`src/rtl/spi_pkg.sv`:
```
// Shared types and constants for the SPI byte engine.
// The SPI_AUTO_READ_EN build option is handled in spi_byte_engine.
package spi_pkg;

  typedef enum logic [1:0] {
    ST_IDLE = 2'd0,
    ST_LOW  = 2'd1,
    ST_HIGH = 2'd2,
    ST_FIN  = 2'd3
  } spi_state_t;

  localparam logic [1:0] SS_NONE  = 2'b11;
  localparam logic [7:0] FILL_DEF = 8'hFF;
  localparam int         CNT_W    = 3;

  // MISO[2] is the fallback line when no slave select is active.
  function automatic logic misox_sel(
    input logic [2:0] miso,
    input logic [1:0] nss
  );
    return (miso[0] & ~nss[0]) |
           (miso[1] & ~nss[1]) |
           (miso[2] & nss[0] & nss[1]);
  endfunction

endpackage

```
`src/rtl/spi_tick_div.sv`:
```
// Half-period tick generator: o_tick is high every DIV cycles,
// restarting from zero on a synchronous clear.
module spi_tick_div #(
  parameter int DIV = 2
) (
  input  logic i_clk,
  input  logic i_rst,
  input  logic i_clr,
  output logic o_tick
);

  localparam int W = (DIV > 1) ? $clog2(DIV) : 1;

  logic [W-1:0] r_cnt;

  assign o_tick = (r_cnt == W'(DIV - 1));

  always_ff @(posedge i_clk or posedge i_rst) begin
    if (i_rst) begin
      r_cnt <= '0;
    end else if (i_clr || o_tick) begin
      r_cnt <= '0;
    end else begin
      r_cnt <= r_cnt + 1'b1;
    end
  end

endmodule

```
`src/rtl/spi_byte_engine.sv`:
```
// SPI mode-0 byte shifter, MSB first, with MISO capture and status flags.
// Build option SPI_AUTO_READ_EN: an idle RD_STB starts a FILL transfer.
module spi_byte_engine
  import spi_pkg::*;
#(
  parameter int         DIV  = 2,
  parameter logic [7:0] FILL = FILL_DEF
) (
  input  logic       CLK,
  input  logic       RST,
  input  logic       WR_STB,
  input  logic [7:0] WR_DATA,
  input  logic       SS_WR,
  input  logic [1:0] SS_DATA,
  input  logic       RD_STB,
  input  logic [2:0] MISO,
  output logic       MOSI,
  output logic       SCK,
  output logic [1:0] nSS,
  output logic [7:0] RD_DATA,
  output logic       BUSY,
  output logic       DONE,
  output logic       OVR
);

  spi_state_t       r_state;
  spi_state_t       w_next;
  logic [7:0]       r_shreg;
  logic [7:0]       r_rxreg;
  logic [CNT_W-1:0] r_cnt;
  logic             w_tick;
  logic             w_idle;
  logic             w_start;
  logic             w_misox;
  logic [7:0]       w_load;

  assign w_idle  = (r_state == ST_IDLE);
  assign w_misox = misox_sel(MISO, nSS);
  assign w_load  = WR_STB ? WR_DATA : FILL;

`ifdef SPI_AUTO_READ_EN
  assign w_start = w_idle & (WR_STB | RD_STB);
`else
  assign w_start = w_idle & WR_STB;
`endif

  assign BUSY = ~w_idle;
  assign DONE = (r_state == ST_FIN);

  spi_tick_div #(
    .DIV (DIV)
  ) u_div (
    .i_clk  (CLK),
    .i_rst  (RST),
    .i_clr  (w_start),
    .o_tick (w_tick)
  );

  always_ff @(posedge CLK or posedge RST) begin
    if (RST) begin
      r_state <= ST_IDLE;
    end else begin
      r_state <= w_next;
    end
  end

  always_comb begin
    w_next = r_state;
    unique case (r_state)
      ST_IDLE: if (w_start) w_next = ST_LOW;
      ST_LOW:  if (w_tick)  w_next = ST_HIGH;
      ST_HIGH: begin
        if (w_tick) begin
          w_next = (&r_cnt) ? ST_FIN : ST_LOW;
        end
      end
      ST_FIN:  w_next = ST_IDLE;
      default: w_next = ST_IDLE;
    endcase
  end

  always_ff @(posedge CLK or posedge RST) begin
    if (RST) begin
      SCK     <= 1'b0;
      MOSI    <= 1'b1;
      nSS     <= SS_NONE;
      RD_DATA <= 8'h00;
      OVR     <= 1'b0;
      r_shreg <= 8'h00;
      r_rxreg <= 8'h00;
      r_cnt   <= '0;
    end else begin
      if (SS_WR) nSS <= SS_DATA;

      // A rejected write wins over a coincident clearing read.
      if (WR_STB && !w_idle) begin
        OVR <= 1'b1;
      end else if (RD_STB) begin
        OVR <= 1'b0;
      end

      case (r_state)
        ST_IDLE: begin
          if (w_start) begin
            r_shreg <= w_load;
            MOSI    <= w_load[7];
            r_cnt   <= '0;
          end
        end
        ST_LOW: begin
          if (w_tick) begin
            SCK     <= 1'b1;
            r_rxreg <= {r_rxreg[6:0], w_misox};
          end
        end
        ST_HIGH: begin
          if (w_tick) begin
            SCK   <= 1'b0;
            r_cnt <= r_cnt + 1'b1;
            if (&r_cnt) begin
              RD_DATA <= r_rxreg;
            end else begin
              r_shreg <= {r_shreg[6:0], 1'b0};
              MOSI    <= r_shreg[6];
            end
          end
        end
        ST_FIN: MOSI <= 1'b1;
        default: ;
      endcase
    end
  end

endmodule

```
`config.mk`:
```
export PLATFORM = sky130hd
export DESIGN_NAME = spi_byte_engine
export DESIGN_NICKNAME = d
export VERILOG_FILES = /design/src/rtl/spi_pkg.sv /design/src/rtl/spi_tick_div.sv /design/src/rtl/spi_byte_engine.sv
export SDC_FILE = /design/constraint.sdc
export NUM_CORES = 1
export LEC_CHECK = 0
export BUFFER_PORTS_ARGS = -buffer_cell sky130_fd_sc_hd__buf_2
export CAP_MARGIN = 20
export CORE_MARGIN = 2
export CORE_UTILIZATION = 58
export DETAILED_ROUTE_END_ITERATION = 7
export GPL_ROUTABILITY_DRIVEN = 0
export HOLD_SLACK_MARGIN = 0.15
export PLACE_DENSITY = 0.9
export SETUP_SLACK_MARGIN = 0.3
export SYNTH_ARGS = -nofsm -noshare
export SYNTH_HDL_FRONTEND = slang
export SYNTH_SLANG_ARGS = --single-unit
export TNS_END_PERCENT = 5
```
`constraint.sdc`:
```
create_clock -name CLK -period 3.9 [get_ports CLK]
set_clock_uncertainty 0.05 [all_clocks]
set_input_delay 1.17 -clock CLK [delete_from_list [all_inputs] [get_ports CLK]]
set_output_delay 1.17 -clock CLK [all_outputs]
set_load 0.02 [all_outputs]
```
==> impl_metrics.json <==
{
  "hold_viol": 0,
  "cts_tree": "done",
  "syn_nets": 167,
  "crit_family": "flip-flops",
  "ys_ff_latch": 34,
  "num_vias": 1160,
  "worstMarginPinSlew_ps": 727,
  "routed_via_density": 5.55,
  "path_buf_inv": 3,
  "cts-resized-gates": 0,
  "num_rows": 19,
  "worstHoldPathCells": 2,
  "clk_pin_slew_ps": 110,
  "share_seq_of_total_power_pct": 43.4,
  "endpoint": "BUSY",
  "r2r-start": "r_state[0]",
  "rr_worst_depth": 5,
  "crit_path_max_fanout": 6,
  "h-tree-depth": 2,
  "grt_pass1_vias": 1225,
  "r2r_slack_ps": 1390,
  "cap_violations": 0,
  "grt_pass1_wl_um": 5520,
  "diodes": 0,
  "drt_iter0_markers": 48,
  "cp-end-kind": "output pin",
  "worst_path_largest_cell_delay_ps": 470,
  "max-vdd-ir-drop_v": 0.000434,
  "critPathRequiredTime_ps": 2680,
  "initial_core_util_pct": 60.7,
  "clock_latency_ps": 340,
  "setup_viol": 0,
  "power_switching_uw": 516,
  "synthCells": 141,
  "crit_top_cell": "inv_1",
  "antenna_found_initial": 0,
  "p_int_uw": 813,
  "outcome": "finished, final reports clean",
  "core_mm2": 0.00273,
  "hold_path_class": "flop to flop",
  "power_density_mw_per_mm2": 697,
  "drive_gt1_share_pct": 39.9,
  "crit_chain": "inv_1 -> ha_1 -> inv_1 -> buf_2",
  "maxSlewHeadroom_pct": 51.6,
  "ctsHoldBuffers": 0,
  "drtAntennaViolNets": 0,
  "rsz0062_at_grt": "false",
  "wl_per_cell_um": 15.1,
  "worstSetupStartpointType": "flop",
  "critPathKind": "flop to output pin",
  "total_leakage_power_nw": 0.921,
  "drv_slew": 0,
  "cp_num_cells": 4,
  "fin_crit_sh_pct": 69.9,
  "grt_max_degree": 35,
  "drt-total-wl_um": 3160,
  "cts_setup_buffers": 0,
  "fin_setup_tns_ps": 0,
  "final_nets": 203,
  "portBuffers": 32,
  "syn_avg_cell_area_um2": 11.8,
  "syn2layout_area_growth_pct": 14.8,
  "grt_usage_pct": 22.1,
  "ioPinCount": 33,
  "p_sw_share_pct": 38.8,
  "reg2reg_to": "r_shreg[1]",
  "synth-seq-area-share_pct": 51.5,
  "synth_cell_types": 25,
  "dieArea_mm2": 0.00331,
  "drt_first_pass_iters": 5,
  "comb_power_share_pct": 41.7,
  "chipWidth_um": 57.5,
  "hpwlAfterDp_um": 2240,
  "clkSinkCount": 34,
  "cts_root_buf": "clkbuf_4",
  "cts_buffers": 5,
  "dp.cells": 201,
  "synth_area_mm2": 0.00166,
  "final_cells": 209,
  "max_freq_ghz": 0.367,
  "cts_max_path_buffers": 2,
  "slowest_stage": "dfrtp_1",
  "crit_arrival_ps": 1510,
  "drc": 0,
  "yosysWarnings": 0,
  "crit_path_start": "r_state[1]",
  "clockPowerShare_pct": 14.9,
  "die_y_um": 57.5,
  "period_needed_ps": 2730,
  "grt-ovfl-total": 0
}
-- worst min-delay path by stage --
stage	from	end	slack [ps]
final	SCK	SCK	440
after global routing	r_shreg[3]	r_shreg[3]	480
after floorplan	r_rxreg[0]	r_rxreg[0]	410
after CTS	SCK	SCK	450
after global placement	SCK	SCK	420
after detailed placement	SCK	SCK	430
-- layout by cell type (no fill, tap or decap), types with 2 or more instances in the layout --
| master | count |
|---|---|
| dfstp_2 | 3 |
| o21ai_0 | 11 |
| a21oi_1 | 7 |
| nand3_1 | 2 |
| nor2b_1 | 13 |
| ha_1 | 8 |
| buf_2 | 32 |
| nor2_1 | 3 |
| mux2_2 | 25 |
| a31oi_1 | 4 |
| nand2_1 | 10 |
| dfrtp_1 | 31 |
| inv_1 | 8 |
| clkbuf_4 | 5 |
-- per-layer routing --
metal  vias up  wire length (µm)  track usage (%)  share of wire, %
li1        564                 -                -                 -
met1       552              1330             27.5                42
met2        35              1580             35.4                50
met3         9               172             6.12               5.4
met4         0                77             10.6               2.4
met5         -                 0                0                 0
-- registers in the layout, summed over array words and instances, names as in the netlist --
signal and flops:
u_div.o_tick 1, SCK 1, r_cnt 3, r_state 2, r_shreg 7, RD_DATA 8, OVR 1, MOSI 1
r_rxreg 8, nSS 2
-- through the flow --
stage	hold WS (ps)	setup WS [ps]	power [mW]	area [µm²]	util [%]
2_1_floorplan	414	1770	1.01	1660	-
3_3_place_gp	424	1390	1.10	1850	67.6
3_5_place_dp	426	1330	1.14	1850	67.6
4_1_cts	452	1180	1.34	1910	69.7
5_1_grt	484	1030	1.44	1910	69.7
6_report	445	1170	1.33	1910	69.7
-- worst reg2reg max path, stage by stage, from the launching register on --
cell and delay (ps):
dfrtp_1 450, inv_1 140, ha_1 650, mux2i_1 310, a211oi_4 420, mux2_2 390
-- cell families (layout without fill, tap and decap cells) --
family          after synthesis  after routing  share of synthesized area [%]
compound gates               29             29                           11.4
fa+ha+maj                     8              8                           6.03
buf+inv                      12             49                           3.01
flops                        34             34                           51.5
mux                          26             26                           17.6
simple gates                 32             32                           10.6
-- area by class of cell --
type	count	area [µm²]
clock buffer	5	37.5
clock inverter	3	21.3
fill	196	828
inverter	8	30.0
multi-input combinational	95	756
sequential	34	855
tap	31	38.8
timing repair buffer	33	168
-- synth_stat cells --
cell	n	share of area, %
mux2_2	25	17
mux2i_1	1	0.60
a211oi_4	1	1.2
buf_2	4	1.2
nor4b_1	1	0.53
a31oi_1	4	1.5
o21bai_1	1	0.45
nand2b_1	1	0.38
nand3_1	2	0.60
nand2_1	10	2.3
o21ai_0	11	3.3
or2b_1	1	0.45
ha_1	8	6.0
a2111oi_1	1	0.60
inv_1	8	1.8
a22o_1	1	0.53
dfrtp_1	31	47
a311oi_1	1	0.53
nor2_1	3	0.68
a21oi_1	7	2.1
a221o_1	1	0.60
dfstp_2	3	4.7
nor2b_1	13	4.9
nand4_2	1	0.75
a2bb2oi_1	1	0.53
-- power groups by stage --
stage	Combinational [mW]	Clock, mW	Sequential (mW)
finish	0.554	0.198	0.576
global route	0.624	0.215	0.597
CTS	0.558	0.201	0.576
detailed placement	0.555	0	0.583
global placement	0.525	0	0.574
floorplan	0.438	0	0.568
Note: power is estimated with default switching activity, not from simulation.
